### src/rtl/uart_rx_if.sv
// Receive-side UART bundle: line and baud tick into the receiver, parsed frame back to the host.
interface uart_rx_if #(
    parameter int DATA_BITS = 8
) ();
    logic                 sample_tick;
    logic                 rx_in;
    logic [DATA_BITS-1:0] rx_data;
    logic                 rx_valid;
    logic                 parity_err;
    logic                 frame_err;
    logic                 rx_busy;

    modport slave (
        input  sample_tick, rx_in,
        output rx_data, rx_valid, parity_err, frame_err, rx_busy
    );

    modport master (
        output sample_tick, rx_in,
        input  rx_data, rx_valid, parity_err, frame_err, rx_busy
    );
endinterface

### src/rtl/uart_rx.sv
// UART receiver: oversampled mid-bit sampling, LSB-first shift, parity/stop check, one-clock valid strobe.
//
// state    | meaning
// ---------+---------------------------------------------------------------
// S_IDLE   | line watch; arms on a high sample, a low sample when armed starts a frame
// S_START  | wait half a bit, confirm the start bit is still low
// S_DATA   | sample DATA_BITS data bits, one per bit period
// S_PARITY | sample parity bit and latch the mismatch
// S_STOP   | sample stop bit, publish the frame with rx_valid
module uart_rx #(
    parameter int OVERSAMPLE = 16,
    parameter int DATA_BITS  = 8,
    parameter int PARITY_EN  = 1,
    parameter int PARITY_ODD = 0
) (
    input  logic     clock,
    input  logic     reset_n,
    uart_rx_if.slave bus
);
    localparam int TW = (OVERSAMPLE > 1) ? $clog2(OVERSAMPLE) : 1;
    localparam int BW = (DATA_BITS > 1) ? $clog2(DATA_BITS) : 1;
    localparam logic [TW-1:0] TICK_LAST = TW'(OVERSAMPLE - 1);
    localparam logic [TW-1:0] TICK_MID  = TW'(OVERSAMPLE / 2 - 1);
    localparam logic [BW-1:0] BIT_LAST  = BW'(DATA_BITS - 1);
    localparam logic          ODD_BIT   = (PARITY_ODD != 0);

    typedef enum logic [2:0] {
        S_IDLE   = 3'd0,
        S_START  = 3'd1,
        S_DATA   = 3'd2,
        S_PARITY = 3'd3,
        S_STOP   = 3'd4
    } state_t;

    logic [1:0]           r_sync;
    state_t               r_state;
    logic [TW-1:0]        r_tick_cnt;
    logic [BW-1:0]        r_bit_cnt;
    logic                 r_armed;
    logic [DATA_BITS-1:0] r_shift;
    logic                 r_perr_lat;
    logic [DATA_BITS-1:0] r_rx_data;
    logic                 r_parity_err;
    logic                 r_frame_err;
    logic                 r_rx_valid;

    logic                 w_rx_s;
    state_t               w_state_next;
    logic [TW-1:0]        w_tick_next;
    logic [BW-1:0]        w_bit_next;
    logic                 w_armed_next;
    logic [DATA_BITS-1:0] w_shift_next;
    logic                 w_perr_lat_next;
    logic [DATA_BITS-1:0] w_rx_data_next;
    logic                 w_parity_err_next;
    logic                 w_frame_err_next;
    logic                 w_rx_valid_next;

    assign w_rx_s = r_sync[1];

    always_ff @(posedge clock or negedge reset_n) begin
        if (!reset_n) begin
            r_sync       <= 2'b11;
            r_state      <= S_IDLE;
            r_tick_cnt   <= '0;
            r_bit_cnt    <= '0;
            r_armed      <= 1'b0;
            r_shift      <= '0;
            r_perr_lat   <= 1'b0;
            r_rx_data    <= '0;
            r_parity_err <= 1'b0;
            r_frame_err  <= 1'b0;
            r_rx_valid   <= 1'b0;
        end else begin
            r_sync       <= {r_sync[0], bus.rx_in};
            r_state      <= w_state_next;
            r_tick_cnt   <= w_tick_next;
            r_bit_cnt    <= w_bit_next;
            r_armed      <= w_armed_next;
            r_shift      <= w_shift_next;
            r_perr_lat   <= w_perr_lat_next;
            r_rx_data    <= w_rx_data_next;
            r_parity_err <= w_parity_err_next;
            r_frame_err  <= w_frame_err_next;
            r_rx_valid   <= w_rx_valid_next;
        end
    end

    always_comb begin
        w_state_next      = r_state;
        w_tick_next       = r_tick_cnt;
        w_bit_next        = r_bit_cnt;
        w_armed_next      = r_armed;
        w_shift_next      = r_shift;
        w_perr_lat_next   = r_perr_lat;
        w_rx_data_next    = r_rx_data;
        w_parity_err_next = r_parity_err;
        w_frame_err_next  = r_frame_err;
        w_rx_valid_next   = 1'b0;

        case (r_state)
            S_IDLE: begin
                if (bus.sample_tick) begin
                    if (r_armed && !w_rx_s) begin
                        w_state_next = S_START;
                        w_tick_next  = '0;
                        w_armed_next = 1'b0;
                    end else if (w_rx_s) begin
                        w_armed_next = 1'b1;
                    end
                end
            end
            S_START: begin
                if (bus.sample_tick) begin
                    if (r_tick_cnt == TICK_MID) begin
                        w_tick_next = '0;
                        // A high line at mid-start is a glitch: drop it silently.
                        if (w_rx_s) begin
                            w_state_next = S_IDLE;
                        end else begin
                            w_state_next    = S_DATA;
                            w_bit_next      = '0;
                            w_perr_lat_next = 1'b0;
                        end
                    end else begin
                        w_tick_next = r_tick_cnt + 1'b1;
                    end
                end
            end
            S_DATA: begin
                if (bus.sample_tick) begin
                    if (r_tick_cnt == TICK_LAST) begin
                        w_tick_next  = '0;
                        w_shift_next = {w_rx_s, r_shift[DATA_BITS-1:1]};
                        if (r_bit_cnt == BIT_LAST) begin
                            w_bit_next   = '0;
                            w_state_next = (PARITY_EN != 0) ? S_PARITY : S_STOP;
                        end else begin
                            w_bit_next = r_bit_cnt + 1'b1;
                        end
                    end else begin
                        w_tick_next = r_tick_cnt + 1'b1;
                    end
                end
            end
            S_PARITY: begin
                if (bus.sample_tick) begin
                    if (r_tick_cnt == TICK_LAST) begin
                        w_tick_next     = '0;
                        w_perr_lat_next = w_rx_s ^ (^r_shift) ^ ODD_BIT;
                        w_state_next    = S_STOP;
                    end else begin
                        w_tick_next = r_tick_cnt + 1'b1;
                    end
                end
            end
            S_STOP: begin
                if (bus.sample_tick) begin
                    if (r_tick_cnt == TICK_LAST) begin
                        w_tick_next       = '0;
                        w_rx_data_next    = r_shift;
                        w_parity_err_next = (PARITY_EN != 0) ? r_perr_lat : 1'b0;
                        w_frame_err_next  = !w_rx_s;
                        w_rx_valid_next   = 1'b1;
                        // Disarm so a held-low break cannot look like a new start bit.
                        w_armed_next      = 1'b0;
                        w_state_next      = S_IDLE;
                    end else begin
                        w_tick_next = r_tick_cnt + 1'b1;
                    end
                end
            end
            default: begin
                w_state_next = S_IDLE;
                w_tick_next  = '0;
                w_bit_next   = '0;
                w_armed_next = 1'b0;
            end
        endcase
    end

    assign bus.rx_data    = r_rx_data;
    assign bus.rx_valid   = r_rx_valid;
    assign bus.parity_err = r_parity_err;
    assign bus.frame_err  = r_frame_err;
    assign bus.rx_busy    = (r_state != S_IDLE);
endmodule

### src/flat_wrapper.sv
// flat-port wrapper written by rule: the top's interface ports become plain ports
module uart_rx_flat 
#(
    parameter int OVERSAMPLE = 16,
    parameter int DATA_BITS  = 8,
    parameter int PARITY_EN  = 1,
    parameter int PARITY_ODD = 0
)
  (clock, reset_n, bus_sample_tick, bus_rx_in, bus_rx_data, bus_rx_valid, bus_parity_err, bus_frame_err, bus_rx_busy);
  uart_rx_if #(.DATA_BITS(DATA_BITS)) bus_i ();
  input  logic clock;
  input  logic reset_n;
  input wire logic [$bits(bus_i.sample_tick)-1:0] bus_sample_tick;
  input wire logic [$bits(bus_i.rx_in)-1:0] bus_rx_in;
  output wire logic [$bits(bus_i.rx_data)-1:0] bus_rx_data;
  output wire logic [$bits(bus_i.rx_valid)-1:0] bus_rx_valid;
  output wire logic [$bits(bus_i.parity_err)-1:0] bus_parity_err;
  output wire logic [$bits(bus_i.frame_err)-1:0] bus_frame_err;
  output wire logic [$bits(bus_i.rx_busy)-1:0] bus_rx_busy;
  assign bus_i.sample_tick = bus_sample_tick;
  assign bus_i.rx_in = bus_rx_in;
  assign bus_rx_data = bus_i.rx_data;
  assign bus_rx_valid = bus_i.rx_valid;
  assign bus_parity_err = bus_i.parity_err;
  assign bus_frame_err = bus_i.frame_err;
  assign bus_rx_busy = bus_i.rx_busy;
  uart_rx #(.OVERSAMPLE(OVERSAMPLE), .DATA_BITS(DATA_BITS), .PARITY_EN(PARITY_EN), .PARITY_ODD(PARITY_ODD)) u_core (.clock(clock), .reset_n(reset_n), .bus(bus_i));
endmodule
### config.mk
export PLATFORM = sky130hd
export DESIGN_NAME = uart_rx_flat
export DESIGN_NICKNAME = d
export VERILOG_FILES = /design/src/rtl/uart_rx_if.sv /design/src/rtl/uart_rx.sv /design/src/flat_wrapper.sv
export SDC_FILE = /design/constraint.sdc
export NUM_CORES = 1
export LEC_CHECK = 0
export ABC_AREA = 0
export CAP_MARGIN = 20
export CORE_ASPECT_RATIO = 0.6
export CORE_UTILIZATION = 60
export CTS_CLUSTER_DIAMETER = 150
export DETAILED_ROUTE_END_ITERATION = 7
export PLACE_DENSITY = 0.9
export SLEW_MARGIN = 20
export SYNTH_ARGS = -nofsm -noshare
export SYNTH_HDL_FRONTEND = slang
export SYNTH_SLANG_ARGS = --single-unit
### constraint.sdc
create_clock -name clock -period 3.6 [get_ports clock]
set_input_delay 0.36 -clock clock [delete_from_list [all_inputs] [get_ports clock]]
set_output_delay 0.36 -clock clock [all_outputs]
set_load 0.02 [all_outputs]
# Yosys cells after proc, flatten, opt, wreduce, memory -nomap -nowiden
# Index checks and enable logic that the tools add are counted.
[op_classes]
order_cmp = 0
n_mux = 42
n_eq_ne = 21
addsub = 2
n_bitwise = 3
n_mul = 0
div_mod_pow = 0
shift = 0
reduce_logical = 16
[ops]
columns = ["operator", "n"]
rows = [
  ["2-to-1 mux 3 bit", 17],
  ["2-to-1 mux 4 bit", 6],
  ["one-hot mux 3 bit (5 select lines)", 1],
  ["!= test 2 x 1 -> 1 bit, second input constant", 7],
  ["2-to-1 mux 1 bit", 13],
  ["!= test 2 bit, second input constant", 6],
  ["one-hot mux 4 bit (3 select lines)", 1],
  ["AND reduction 6 bit", 2],
  ["AND reduction 11 bit", 1],
  ["one-hot mux 3 bit (3 select lines)", 1],
  ["OR reduction 3 bit", 3],
  ["parity 8 bit", 1],
  ["== test 3 x 2 -> 1 bit, second input constant", 2],
  ["== test 3 bit, second input constant", 2],
  ["AND reduction 3 bit", 2],
  ["AND reduction 5 bit", 1],
  ["adder 4 x 1 -> 4 bit, second input constant", 1],
  ["== test 4 x 3 -> 1 bit, second input constant", 1],
  ["== test 4 bit, second input constant", 1],
  ["AND reduction 4 bit", 1],
  ["adder 3 x 1 -> 3 bit, second input constant", 1],
  ["== test 3 x 1 -> 1 bit, second input constant", 1],
  ["logical NOT 3 bit", 1],
  ["!= test 3 x 1 -> 1 bit, second input constant", 1],
  ["9 further kinds", 10],
]
[totals]
register_bits = 33
rom_bits = 0
ram_bits = 0
in_bits = 4
wordCells = 95
latch_bits = 0
mem_count = 0

# Longest topological paths before layout
# Gate-level depths: netlist (run 1).
[depth]
word_depth = 5
mapped_depth = 7

# Worst setup path after synthesis (run 1)
# OpenSTA, ideal clock, no wires.
[synth_path]
path_kind = "reg-to-reg"
from = "register u_core.r_tick_cnt[0]"
to = "register u_core.r_shift[0]"
period_less_slack_ps = 1622
stages_incl_launch_ff = 6
n_path_buf = 0
arrival_ps = 1497
t_required_ps = 3475
setup_slack_ps = 1978
path_cell_list = "dfrtp_1 > ha_1 > and3_1 > nand2_1 > nor2_2 > mux2_2"
[synth_between]
elab_chain_cells = 2
[synth_rtl]
columns = ["item", "line_no", "text"]
rows = [
  ["start, declared", "uart_rx.sv:37", "logic [TW-1:0] r_tick_cnt;"],
  ["start signal, assigned", "uart_rx.sv:77", "r_tick_cnt <= w_tick_next;"],
  ["== test 4 bit", "uart_rx.sv:132", "if (r_tick_cnt == TICK_LAST) begin"],
  ["AND reduction 3 bit (no line)", "n/a", ""],
  ["end signal, assigned", "uart_rx.sv:80", "r_shift <= w_shift_next;"],
  ["end, declared", "uart_rx.sv:40", "logic [DATA_BITS-1:0] r_shift;"],
]
# Every way passes these cells.
# A chain may end at the register's enable or synchronous reset.

# Worst setup path after layout (run 1)
[layout_path]
from = "register u_core.r_state[1]"
to = "output bus_rx_busy"
[layout_between]
elab_chain_cells = 1
[layout_rtl]
columns = ["item", "line_no", "text"]
rows = [
  ["start, declared", "uart_rx.sv:36", "state_t r_state;"],
  ["start signal, assigned", "uart_rx.sv:76", "r_state <= w_state_next;"],
  ["nonzero test 3 bit", "uart_rx.sv:186", "assign bus.rx_busy = (r_state != S_IDLE);"],
  ["end, declared", "flat_wrapper.sv:19", "output wire logic [$bits(bus_i.rx_busy)-1:0] bus_rx_busy;"],
]
# Every way passes these cells.

==> results of run 1 <==
-- through the flow --
step	cells	util, %	hold WS (ns)	total power (W)	setup slack (ns)
2_1_floorplan	140	-	0.06441	0.0006340	1.978
3_3_place_gp	184	70.59	0.3459	0.0006942	1.485
3_5_place_dp	184	70.59	0.3549	0.0007138	1.446
4_1_cts	192	74.01	0.3646	0.0009789	1.363
5_1_grt	192	74.01	0.3659	0.001033	1.247
6_report	192	74.01	0.3610	0.0009763	1.339
-- worst paths after layout --
check                                   from  slack [ns]                    end  cells past startpoint
min reg2reg                 u_core.r_sync[0]        0.36       u_core.r_sync[1]                      0
min                         u_core.r_sync[0]        0.36       u_core.r_sync[1]                      0
max reg2reg                u_core.r_state[1]        1.49  u_core.bus.rx_data[1]                      4
min in group asynchronous            reset_n        0.47  u_core.bus.rx_data[3]                      2
max                        u_core.r_state[1]        1.34            bus_rx_busy                      3
max in group asynchronous            reset_n        2.80       u_core.r_sync[0]                      2
-- cell usage after synthesis, drive strengths merged --
library cell / count / area share [%]
or3: 2 / 0.78
mux2: 17 / 12
nand2: 12 / 2.8
and3: 3 / 1.2
a21oi: 4 / 1.2
dfstp: 2 / 3.3
mux2i: 1 / 0.62
nand3: 5 / 1.6
a32o: 1 / 0.62
nand3b: 1 / 0.47
o31ai: 3 / 1.4
nand2b: 3 / 1.2
nor2b: 2 / 0.78
inv: 4 / 0.93
a22o: 1 / 0.54
nand4: 1 / 0.39
o2111ai: 1 / 0.54
a21o: 3 / 1.4
and2: 1 / 0.39
nor2: 5 / 1.5
nor3b: 1 / 0.47
o22ai: 1 / 1.2
o21ai: 11 / 3.4
dfrtp: 31 / 48
ha: 3 / 2.3
or2: 2 / 0.93
buf: 4 / 1.6
a221oi: 1 / 0.54
xor2: 2 / 1.1
o21a: 2 / 1.4
xnor2: 8 / 4.4
a211oi: 2 / 0.93
-- power by group through the flow --
| stage | Combinational [W] | Clock (W) | Sequential [W] |
|---|---|---|---|
| after detailed placement | 0.000243 | 0 | 0.000471 |
| after global routing | 0.000275 | 0.000287 | 0.000471 |
| final | 0.000246 | 0.000264 | 0.000467 |
| after CTS | 0.000248 | 0.000268 | 0.000463 |
| after floorplan | 0.000189 | 0 | 0.000445 |
| after global placement | 0.000230 | 0 | 0.000464 |
-- cells by family after synthesis --
group	after synthesis	synth area share, %
buffers and inverters	8	2.565
AOI/OAI and AO/OA	30	13.30
DFF	33	51.48
xor gates and xnor gates	10	5.444
muxes	18	12.52
adders and majority gates	3	2.333
and+or+nand+nor	38	12.36
-- flip-flops by register name, indices dropped and copies added (netlist names) --
register and count:
u_core.bus.rx_data 8, u_core.r_shift 8, u_core.r_tick_cnt 4, u_core.r_bit_cnt 3
u_core.r_state 3, u_core.r_sync 2, u_core.bus.frame_err 1, u_core.bus.parity_err 1
u_core.bus.rx_valid 1, u_core.r_armed 1, u_core.r_perr_lat 1
-- routing by layer --
| metal | routed length, µm | global-route usage (%) | vias up |
|---|---|---|---|
| li1 | - | - | 537 |
| met1 | 1408 | 33.58 | 538 |
| met2 | 1416 | 35.92 | 35 |
| met3 | 175 | 7.609 | 4 |
| met4 | 31 | 10.20 | 0 |
| met5 | 0 | 0 | - |
-- cells in the final DEF, fill, tap and decap left out, drive strengths merged --
master / instances
or3: 2
a21o: 3
dfrtp: 31
and3: 3
a22o: 1
inv: 4
a21oi: 4
nand2: 12
clkinv: 2
nor2b: 2
clkbuf: 5
o2111ai: 1
or2: 2
nand3b: 1
nor3b: 1
buf: 1
o21ai: 11
a32o: 1
nor2: 5
clkinvlp: 1
o31ai: 3
ha: 3
nand2b: 3
and2: 1
nand3: 5
clkdlybuf4s50: 15
o21a: 2
o22ai: 1
mux2i: 1
xor2: 2
a221oi: 1
xnor2: 8
dfstp: 2
mux2: 17
a211oi: 2
nand4: 1
-- worst max-delay path: cells and delay by family, from the launching register on --
family                 cells  cell delay [ns]
buffers and inverters      1             0.55
flip-flops                 1             0.54
AND/OR/NAND/NOR            2             0.52
-- layout make-up --
type	instances	area [µm²]
clock inverters	3	17.52
clock buffers	5	68.82
inverters	4	15.01
multi-input cells	99	739.5
repair buffers	16	157.7
well taps	32	40.04
fillers	162	655.6
flip-flops and latches	33	828.3
==> metrics.json, run 1 <==
{
  "power": {
    "leakage_nw": 0.8603,
    "clock_power_share_pct": 27.0,
    "combPwrFrac_pct": 25.2,
    "vdd.ir_drop.worst_v": 0.0003434,
    "p_int_w": 0.0006464,
    "p_seq_share_pct": 47.8,
    "sw_pwr_w": 0.0003299,
    "power.share.switching_pct": 33.79,
    "power.density_nw_per_um2": 523.0
  },
  "floorplan": {
    "floorplan.initialDensity_pct": 63.79,
    "fp.dieArea_um2": 2899,
    "std_cell_rows": 14,
    "core_um2": 2522,
    "dieHeight_um": 42.11,
    "die_width_um": 68.86,
    "io-pin-count": 16
  },
  "clock_tree": {
    "worst_skew_pair.late_latency_ns": 0.28,
    "cts.sinks": 33,
    "postCtsResizedCells": 0,
    "tritoncts.num_buffers": 5,
    "post_cts_hold_buffer_count": 0,
    "clock_tree.htree_level_count": 2,
    "root_buffer": "clkbuf_8",
    "cts_tree": "yes",
    "post_cts.repair.setup_buffers": 0,
    "clkSlewWorstSetupHoldPaths_ns": 0.07,
    "clock_path_buffers": 2
  },
  "setup_path": {
    "endpoint_kind": "output pin",
    "slowest_stage": "clkdlybuf4s50_1",
    "launching_element_type_of_the_critical_path": "flop",
    "critical_path.max_fanout": 15,
    "critical_path.cell_chain": "nor2_1 -> nand2_1 -> clkdlybuf4s50_1",
    "timing.critical_path.slowest_cell_delay_ns": 0.55,
    "timing.setup.critical_path_class": "flop to output pin",
    "critical_path_required_ns": 3.24,
    "cp.arrival_ns": 1.90
  },
  "detailed_routing": {
    "drc": 0,
    "vias": 1114,
    "drt_first_pass_iters": 4,
    "wl_per_cell_um": 15.79,
    "route.final.wire_length_mm": 3.032,
    "drtAntennaViolNets": 0,
    "drt-initial-drc-count": 65,
    "vias_per_cell": 5.802
  },
  "sta": {
    "slew_headroom_pct": 63.66,
    "timing_hold_violations_final": 0,
    "tightestPinTransition_ns": 0.5444,
    "setup-violations-final": 0,
    "max_clock_freq_mhz": 442.3,
    "timing.final.crit_share_pct": 62.81,
    "min_period_ns": 2.261,
    "grt_setup_unrepaired": "false",
    "final_max_slew_viol_count": 0,
    "worst_clock_skew_ns": 0.004706,
    "setup_tns_ns": 0
  },
  "yosys": {
    "syn_nets": 147,
    "synth_seq_area_share_pct": 51.48,
    "synth_cell_type_count": 37,
    "post_synth.cell_area_avg_um2": 11.49,
    "syn-cell-area_um2": 1609,
    "post_synthesis_register_bit_count": 33,
    "synth_warnings": 0,
    "number_of_standard_cells_after_synthesis": 140
  },
  "worst_hold_path": {
    "worst_hold_path_type": "flop to flop"
  },
  "global_routing": {
    "first_global_vias": 1082,
    "global_route_wire_length_before_repair_mm": 4.933,
    "antenna_found_initial": 0,
    "track_usage_pct": 24.46,
    "globalRouteOverflowTotal": 0,
    "maximum_number_of_pins_on_one_net_before_global_route_repair": 34
  },
  "cells_and_area": {
    "postLayoutCellArea_um2": 1867,
    "syn2layout_area_growth_pct": 16.02,
    "layout.nets": 166,
    "drive_above_1_share_pct": 20.63,
    "insertedDiodeCount": 0
  },
  "place": {
    "hpwl_mm": 2.103,
    "placement.cell_area_um2": 1780,
    "port_buffers": 15,
    "replace_congestion": 0.8595
  },
  "run": {
    "max_capacitance_violation_count": 0
  },
  "run_status": {
    "status": "finished, final reports clean"
  }
}
(Power assumes the default switching activity.)
==> run 2: changes to the inputs <==
--- a/config.mk
+++ b/config.mk
@@ -8,10 +8,10 @@
 export ABC_AREA = 0
 export CAP_MARGIN = 20
 export CORE_ASPECT_RATIO = 0.6
-export CORE_UTILIZATION = 60
+export CORE_UTILIZATION = 55
 export CTS_CLUSTER_DIAMETER = 150
 export DETAILED_ROUTE_END_ITERATION = 7
-export PLACE_DENSITY = 0.9
+export PLACE_DENSITY = 0.84
 export SLEW_MARGIN = 20
 export SYNTH_ARGS = -nofsm -noshare
 export SYNTH_HDL_FRONTEND = slang
==> constraint.sdc (replaced) <==
create_clock -name clock -period 2.27 [get_ports clock]
set_input_delay 0.227 -clock clock [delete_from_list [all_inputs] [get_ports clock]]
set_output_delay 0.227 -clock clock [all_outputs]
set_load 0.02 [all_outputs]
==> run 2 against run 1 <==
Effect of this change: critical path depth is the same; total power grew 59%; flip-flop and latch count is the same; clock power grew 59%; wire length grew 1.2%; critical path type unchanged.
==> metrics.json, run 2 (synthesis results as in run 1) <==
{
  "power": {
    "vdd.ir_drop.worst_v": 0.0006074,
    "clock_power_share_pct": 27.0,
    "leakage_nw": 0.8758,
    "sw_pwr_w": 0.0005206,
    "power.density_nw_per_um2": 823.4,
    "combPwrFrac_pct": 25.3,
    "p_seq_share_pct": 47.6,
    "power.share.switching_pct": 33.53,
    "p_int_w": 0.001032
  },
  "sta": {
    "tightestPinTransition_ns": 0.5515,
    "timing.final.crit_share_pct": 89.41,
    "setup_tns_ns": 0,
    "final_max_slew_viol_count": 0,
    "timing_hold_violations_final": 0,
    "worst_clock_skew_ns": 0.006373,
    "grt_setup_unrepaired": "false",
    "max_clock_freq_mhz": 492.7,
    "setup-violations-final": 0,
    "min_period_ns": 2.030,
    "slew_headroom_pct": 63.20
  },
  "cells_and_area": {
    "postLayoutCellArea_um2": 1886,
    "layout.cells.most_common": "dfrtp_1",
    "fillers": 184,
    "syn2layout_area_growth_pct": 17.19,
    "commonest_non_fill_non_tap_cells_in_the_layout": "31 x dfrtp_1, 17 x mux2_2, 15 x clkdlybuf4s50_1",
    "drive_above_1_share_pct": 21.47,
    "layout.nets": 169,
    "insertedDiodeCount": 0,
    "regArea_um2": 828.3,
    "area_of_the_multi_input_gates_um2": 739.5
  },
  "clock_tree": {
    "post_cts.repair.setup_buffers": 0,
    "clock_path_buffers": 2,
    "worst_skew_pair.late_latency_ns": 0.28,
    "clkSlewWorstSetupHoldPaths_ns": 0.07,
    "post_cts_hold_buffer_count": 0,
    "clock_tree.htree_level_count": 2,
    "tritoncts.num_buffers": 5,
    "cts.sinks": 33,
    "postCtsResizedCells": 0,
    "cts_tree": "yes",
    "root_buffer": "clkbuf_8"
  },
  "floorplan": {
    "fp.dieArea_um2": 3153,
    "io-pin-count": 16,
    "floorplan.initialDensity_pct": 61.24,
    "core_um2": 2628,
    "std_cell_rows": 14,
    "die_width_um": 71.83,
    "dieHeight_um": 43.90
  },
  "setup_path": {
    "critical_path.max_fanout": 10,
    "path_delay_family": "buffers and inverters",
    "regToRegSetupSlack_ns": 0.29,
    "timing.critical_path.slowest_cell_delay_ns": 0.60,
    "path_buf_inv": 2,
    "cp.arrival_ns": 1.80,
    "r2r-end": "u_core.bus.rx_data[1]",
    "launching_element_type_of_the_critical_path": "flop",
    "number_of_cells_on_the_worst_reg_to_reg_path": 5,
    "critical_path_required_ns": 2.04,
    "endpoint_kind": "output pin",
    "critical_path.cell_chain": "inv_1 -> nand2_1 -> clkdlybuf4s50_1",
    "cp-startpoint": "u_core.r_state[2]",
    "timing.setup.critical_path_class": "flop to output pin",
    "slowest_stage": "clkdlybuf4s50_1",
    "r2r_start": "u_core.r_tick_cnt[0]"
  },
  "detailed_routing": {
    "route.final.wire_length_mm": 3.067,
    "drtAntennaViolNets": 0,
    "wl_per_cell_um": 15.73,
    "drc": 0,
    "vias": 1125,
    "drt-initial-drc-count": 66,
    "drt_first_pass_iters": 4,
    "vias_per_cell": 5.769
  },
  "worst_hold_path": {
    "worst_hold_path_type": "input pin to async pin"
  },
  "global_routing": {
    "globalRouteOverflowTotal": 0,
    "track_usage_pct": 22.96,
    "first_global_vias": 1114,
    "antenna_found_initial": 0,
    "global_route_wire_length_before_repair_mm": 5.195,
    "maximum_number_of_pins_on_one_net_before_global_route_repair": 34
  },
  "run": {
    "max_capacitance_violation_count": 0
  },
  "place": {
    "placement.cell_area_um2": 1803,
    "replace_congestion": 0.8710,
    "hpwl_mm": 2.208,
    "port_buffers": 15
  },
  "run_status": {
    "status": "finished, final reports clean"
  }
}
-- run 2: cell types whose count changed in the layout (fill, tap and decap cells not counted) --
cell,delta
buf_4,+3
clkinvlp_4,-1
clkbuf_1,+1
-- run 2: metrics by stage --
| step | power (W) | util [%] | hold slack, ns | instances | worst slack, ns |
|---|---|---|---|---|---|
| 3_5_place_dp | 0.001139 | 68.62 | 0.3558 | 187 | 0.3017 |
| 4_1_cts | 0.001554 | 71.76 | 0.3486 | 195 | 0.2613 |
| 3_3_place_gp | 0.001111 | 68.62 | 0.3459 | 187 | 0.4075 |
| 5_1_grt | 0.001641 | 71.76 | 0.3640 | 195 | 0.1269 |
| 2_1_floorplan | 0.001005 | - | -0.06859 | 140 | 0.6480 |
| 6_report | 0.001553 | 71.76 | 0.3321 | 195 | 0.2404 |
-- run 2: final cells by class --
cell class              instances  share of cell area, %
multi-input cells              99                  39.22
clock buffers                   6                  3.849
inverters                       4                 0.7963
flip-flops and latches         33                  43.93
repair buffers                 19                  9.555
clock inverters                 2                 0.5309
well taps                      32                  2.123
-- run 2: worst max-delay path by stage --
stage / cells past startpoint / slack, ns / endpoint
final: 3 / 0.24 / bus_rx_busy
after global routing: 5 / 0.13 / u_core.bus.rx_data[1]
after CTS: 4 / 0.26 / bus_rx_busy
after detailed placement: 5 / 0.30 / u_core.bus.parity_err
after global placement: 5 / 0.41 / u_core.bus.rx_data[6]
after floorplan: 5 / 0.65 / u_core.r_shift[0]
-- run 2: power groups by stage --
| stage | combinational (W) | clock, W | sequential (W) |
|---|---|---|---|
| after CTS | 0.000393 | 0.000427 | 0.000735 |
| after global placement | 0.000374 | 0 | 0.000737 |
| final | 0.000393 | 0.000420 | 0.000740 |
| after floorplan | 0.000300 | 0 | 0.000706 |
| after global routing | 0.000444 | 0.000449 | 0.000749 |
| after detailed placement | 0.000392 | 0 | 0.000746 |
-- run 2: per-layer routing --
| metal | vias up | track usage, % | wire [µm] |
|---|---|---|---|
| li1 | 542 | - | - |
| met1 | 541 | 29.21 | 1426 |
| met2 | 33 | 36.23 | 1412 |
| met3 | 9 | 7.907 | 177 |
| met4 | 0 | 10.59 | 51 |
| met5 | - | 0 | 0 |
==> run 3: changes to the inputs <==
--- a/config.mk
+++ b/config.mk
@@ -11,6 +11,8 @@
 export CORE_UTILIZATION = 55
 export CTS_CLUSTER_DIAMETER = 150
 export DETAILED_ROUTE_END_ITERATION = 7
+export GPL_ROUTABILITY_DRIVEN = 0
+export HOLD_SLACK_MARGIN = 0.15
 export PLACE_DENSITY = 0.84
 export SLEW_MARGIN = 20
 export SYNTH_ARGS = -nofsm -noshare
==> constraint.sdc (replaced) <==
create_clock -name clock -period 1.9 [get_ports clock]
set_input_delay 0.19 -clock clock [delete_from_list [all_inputs] [get_ports clock]]
set_output_delay 0.19 -clock clock [all_outputs]
set_load 0.02 [all_outputs]
==> run 3 against run 2 <==
Effect of this change: first-iteration DRC count is 15% higher; clock skew increased by 0.0026 ns; largest cell class unchanged; design area grew 3.0%; register-to-register slack got worse by 0.18 ns; via count rose by 3.8%; sequential share of layout area is 1.2 points lower; critical endpoint unchanged; sequential power grew 18%; largest power group unchanged.
==> metrics.json, run 3 (synthesis results as in run 1) <==
{
  "run_status": {
    "status": "finished, final reports clean"
  },
  "place": {
    "hpwl_mm": 2.268,
    "port_buffers": 15,
    "place.detailed.instances": 191
  },
  "sta": {
    "worst_clock_skew_ns": 0.008947,
    "setup_tns_ns": 0,
    "final_max_slew_viol_count": 0,
    "min_period_ns": 1.820,
    "timing.final.crit_share_pct": 95.82,
    "slew_headroom_pct": 72.70,
    "tightestPinTransition_ns": 0.4095,
    "grt_setup_unrepaired": "false",
    "setup-violations-final": 0,
    "timing_hold_violations_final": 0,
    "max_clock_freq_mhz": 549.3
  },
  "cells_and_area": {
    "commonest_non_fill_non_tap_cells_in_the_layout": "30 x dfrtp_1, 17 x mux2_2, 15 x clkdlybuf4s50_1",
    "final_standard_cell_count_with_taps_included_and_fillers_excluded": 199,
    "syn2layout_area_growth_pct": 20.68,
    "insertedDiodeCount": 0,
    "layout.cells.most_common": "dfrtp_1",
    "layout.nets": 173,
    "drive_above_1_share_pct": 25.15,
    "utilization_pct": 73.90
  },
  "floorplan": {
    "die_width_um": 71.83,
    "floorplan.initialDensity_pct": 61.24,
    "std_cell_rows": 14,
    "fp.dieArea_um2": 3153,
    "io-pin-count": 16,
    "dieHeight_um": 43.90,
    "core_um2": 2628
  },
  "detailed_routing": {
    "drc": 0,
    "drtAntennaViolNets": 0,
    "vias": 1168,
    "route.final.wire_length_mm": 3.140,
    "vias_per_cell": 5.869,
    "wl_per_cell_um": 15.78,
    "drt-initial-drc-count": 76,
    "drt_first_pass_iters": 4
  },
  "clock_tree": {
    "clock_tree.htree_level_count": 2,
    "cts.sinks": 33,
    "clock_path_buffers": 2,
    "post_cts.repair.setup_buffers": 0,
    "root_buffer": "clkbuf_8",
    "post_cts_hold_buffer_count": 0,
    "clkSlewWorstSetupHoldPaths_ns": 0.07,
    "tritoncts.num_buffers": 5,
    "worst_skew_pair.late_latency_ns": 0.28,
    "cts_tree": "yes"
  },
  "power": {
    "leakage_nw": 0.8994,
    "power.density_nw_per_um2": 981.7,
    "vdd.ir_drop.worst_v": 0.0007092
  },
  "global_routing": {
    "antenna_found_initial": 0,
    "globalRouteMet1Util_pct": 32.06,
    "grtUsageMet3_pct": 6.512,
    "track_usage_pct": 22.14,
    "maximum_number_of_pins_on_one_net_before_global_route_repair": 34,
    "grt_most_used_layer": "met2",
    "first_global_vias": 1123,
    "global_route_wire_length_before_repair_mm": 5.140,
    "grt.met2_usage_pct": 33.02,
    "globalRouteOverflowTotal": 0
  },
  "setup_path": {
    "critical_path_required_ns": 1.71,
    "critical_path.max_fanout": 11,
    "timing.setup.critical_path_class": "flop to output pin",
    "cp.arrival_ns": 1.63,
    "endpoint_kind": "output pin",
    "launching_element_type_of_the_critical_path": "flop"
  },
  "worst_hold_path": {
    "worst_hold_path_type": "input pin to async pin"
  },
  "run": {
    "max_capacitance_violation_count": 0
  }
}
run 3: changes by cell type in the layout (fill, tap and decap cells not counted):
cell      previous run  this run
buf_4                4         7
a211oi_2             0         1
nor2_1               3         2
buf_12               0         1
nor2_4               0         1
dfrtp_2              0         1
dfrtp_1             31        30
a211oi_1             2         1
run 3: critical path: stages (launching register included):
cell and delay (ns):
dfrtp_1 0.50, nor2_2 0.23, nand2_1 0.08, clkdlybuf4s50_1 0.54
run 3: metrics by stage:
| step | hold slack, ns | power [W] | instance area (µm²) | setup slack [ns] |
|---|---|---|---|---|
| after floorplan | -0.1056 | 0.001201 | 1609 | 0.2780 |
| after global placement | 0.3485 | 0.001360 | 1846 | 0.1685 |
| after detailed placement | 0.3517 | 0.001398 | 1846 | 0.06926 |
| after CTS | 0.3177 | 0.001894 | 1929 | 0.009378 |
| after global routing | 0.3256 | 0.002000 | 1942 | 0.01595 |
| final | 0.3048 | 0.001906 | 1942 | 0.07951 |
run 3: timing repair:
action	CTS	global route
endpoints found under the setup margin	1	10
pin swaps	0	0
resized for setup	1	3
run 3: power by group:
group          total [W]  internal [W]  leakage [nW]  switching (W)
logic           0.000539      0.000239         0.416       0.000300
clock network   0.000496      0.000254        0.0450       0.000242
registers       0.000872      0.000777         0.438      0.0000947
run 3: final timing paths:
kind	from	end	slack, ns	cells after the start
max in group asynchronous	reset_n	u_core.r_sync[0]	1.27	2
setup reg to reg	u_core.r_tick_cnt[0]	u_core.bus.rx_data[3]	0.11	6
setup / recovery	u_core.r_state[0]	bus_rx_busy	0.08	3
hold / removal	reset_n	u_core.bus.rx_data[0]	0.30	2
hold reg to reg	u_core.r_sync[0]	u_core.r_sync[1]	0.36	0
min in group clock	bus_rx_in	u_core.r_sync[0]	0.32	1
run 3: metal layers:
metal	vias up	part of all wire (%)
li1	549	-
met1	569	50
met2	44	44
met3	6	4.8
met4	0	1.1
met5	-	0
run 3: final cells by class:
| cell class | instances | area (µm²) |
|---|---|---|
| sequential | 33 | 829.5 |
| multi-input combinational | 99 | 752.0 |
| fill | 185 | 685.7 |
| timing repair buffer | 23 | 222.7 |
| clock buffer | 6 | 72.57 |
| tap | 32 | 40.04 |
| inverter | 4 | 15.01 |
| clock inverter | 2 | 10.01 |
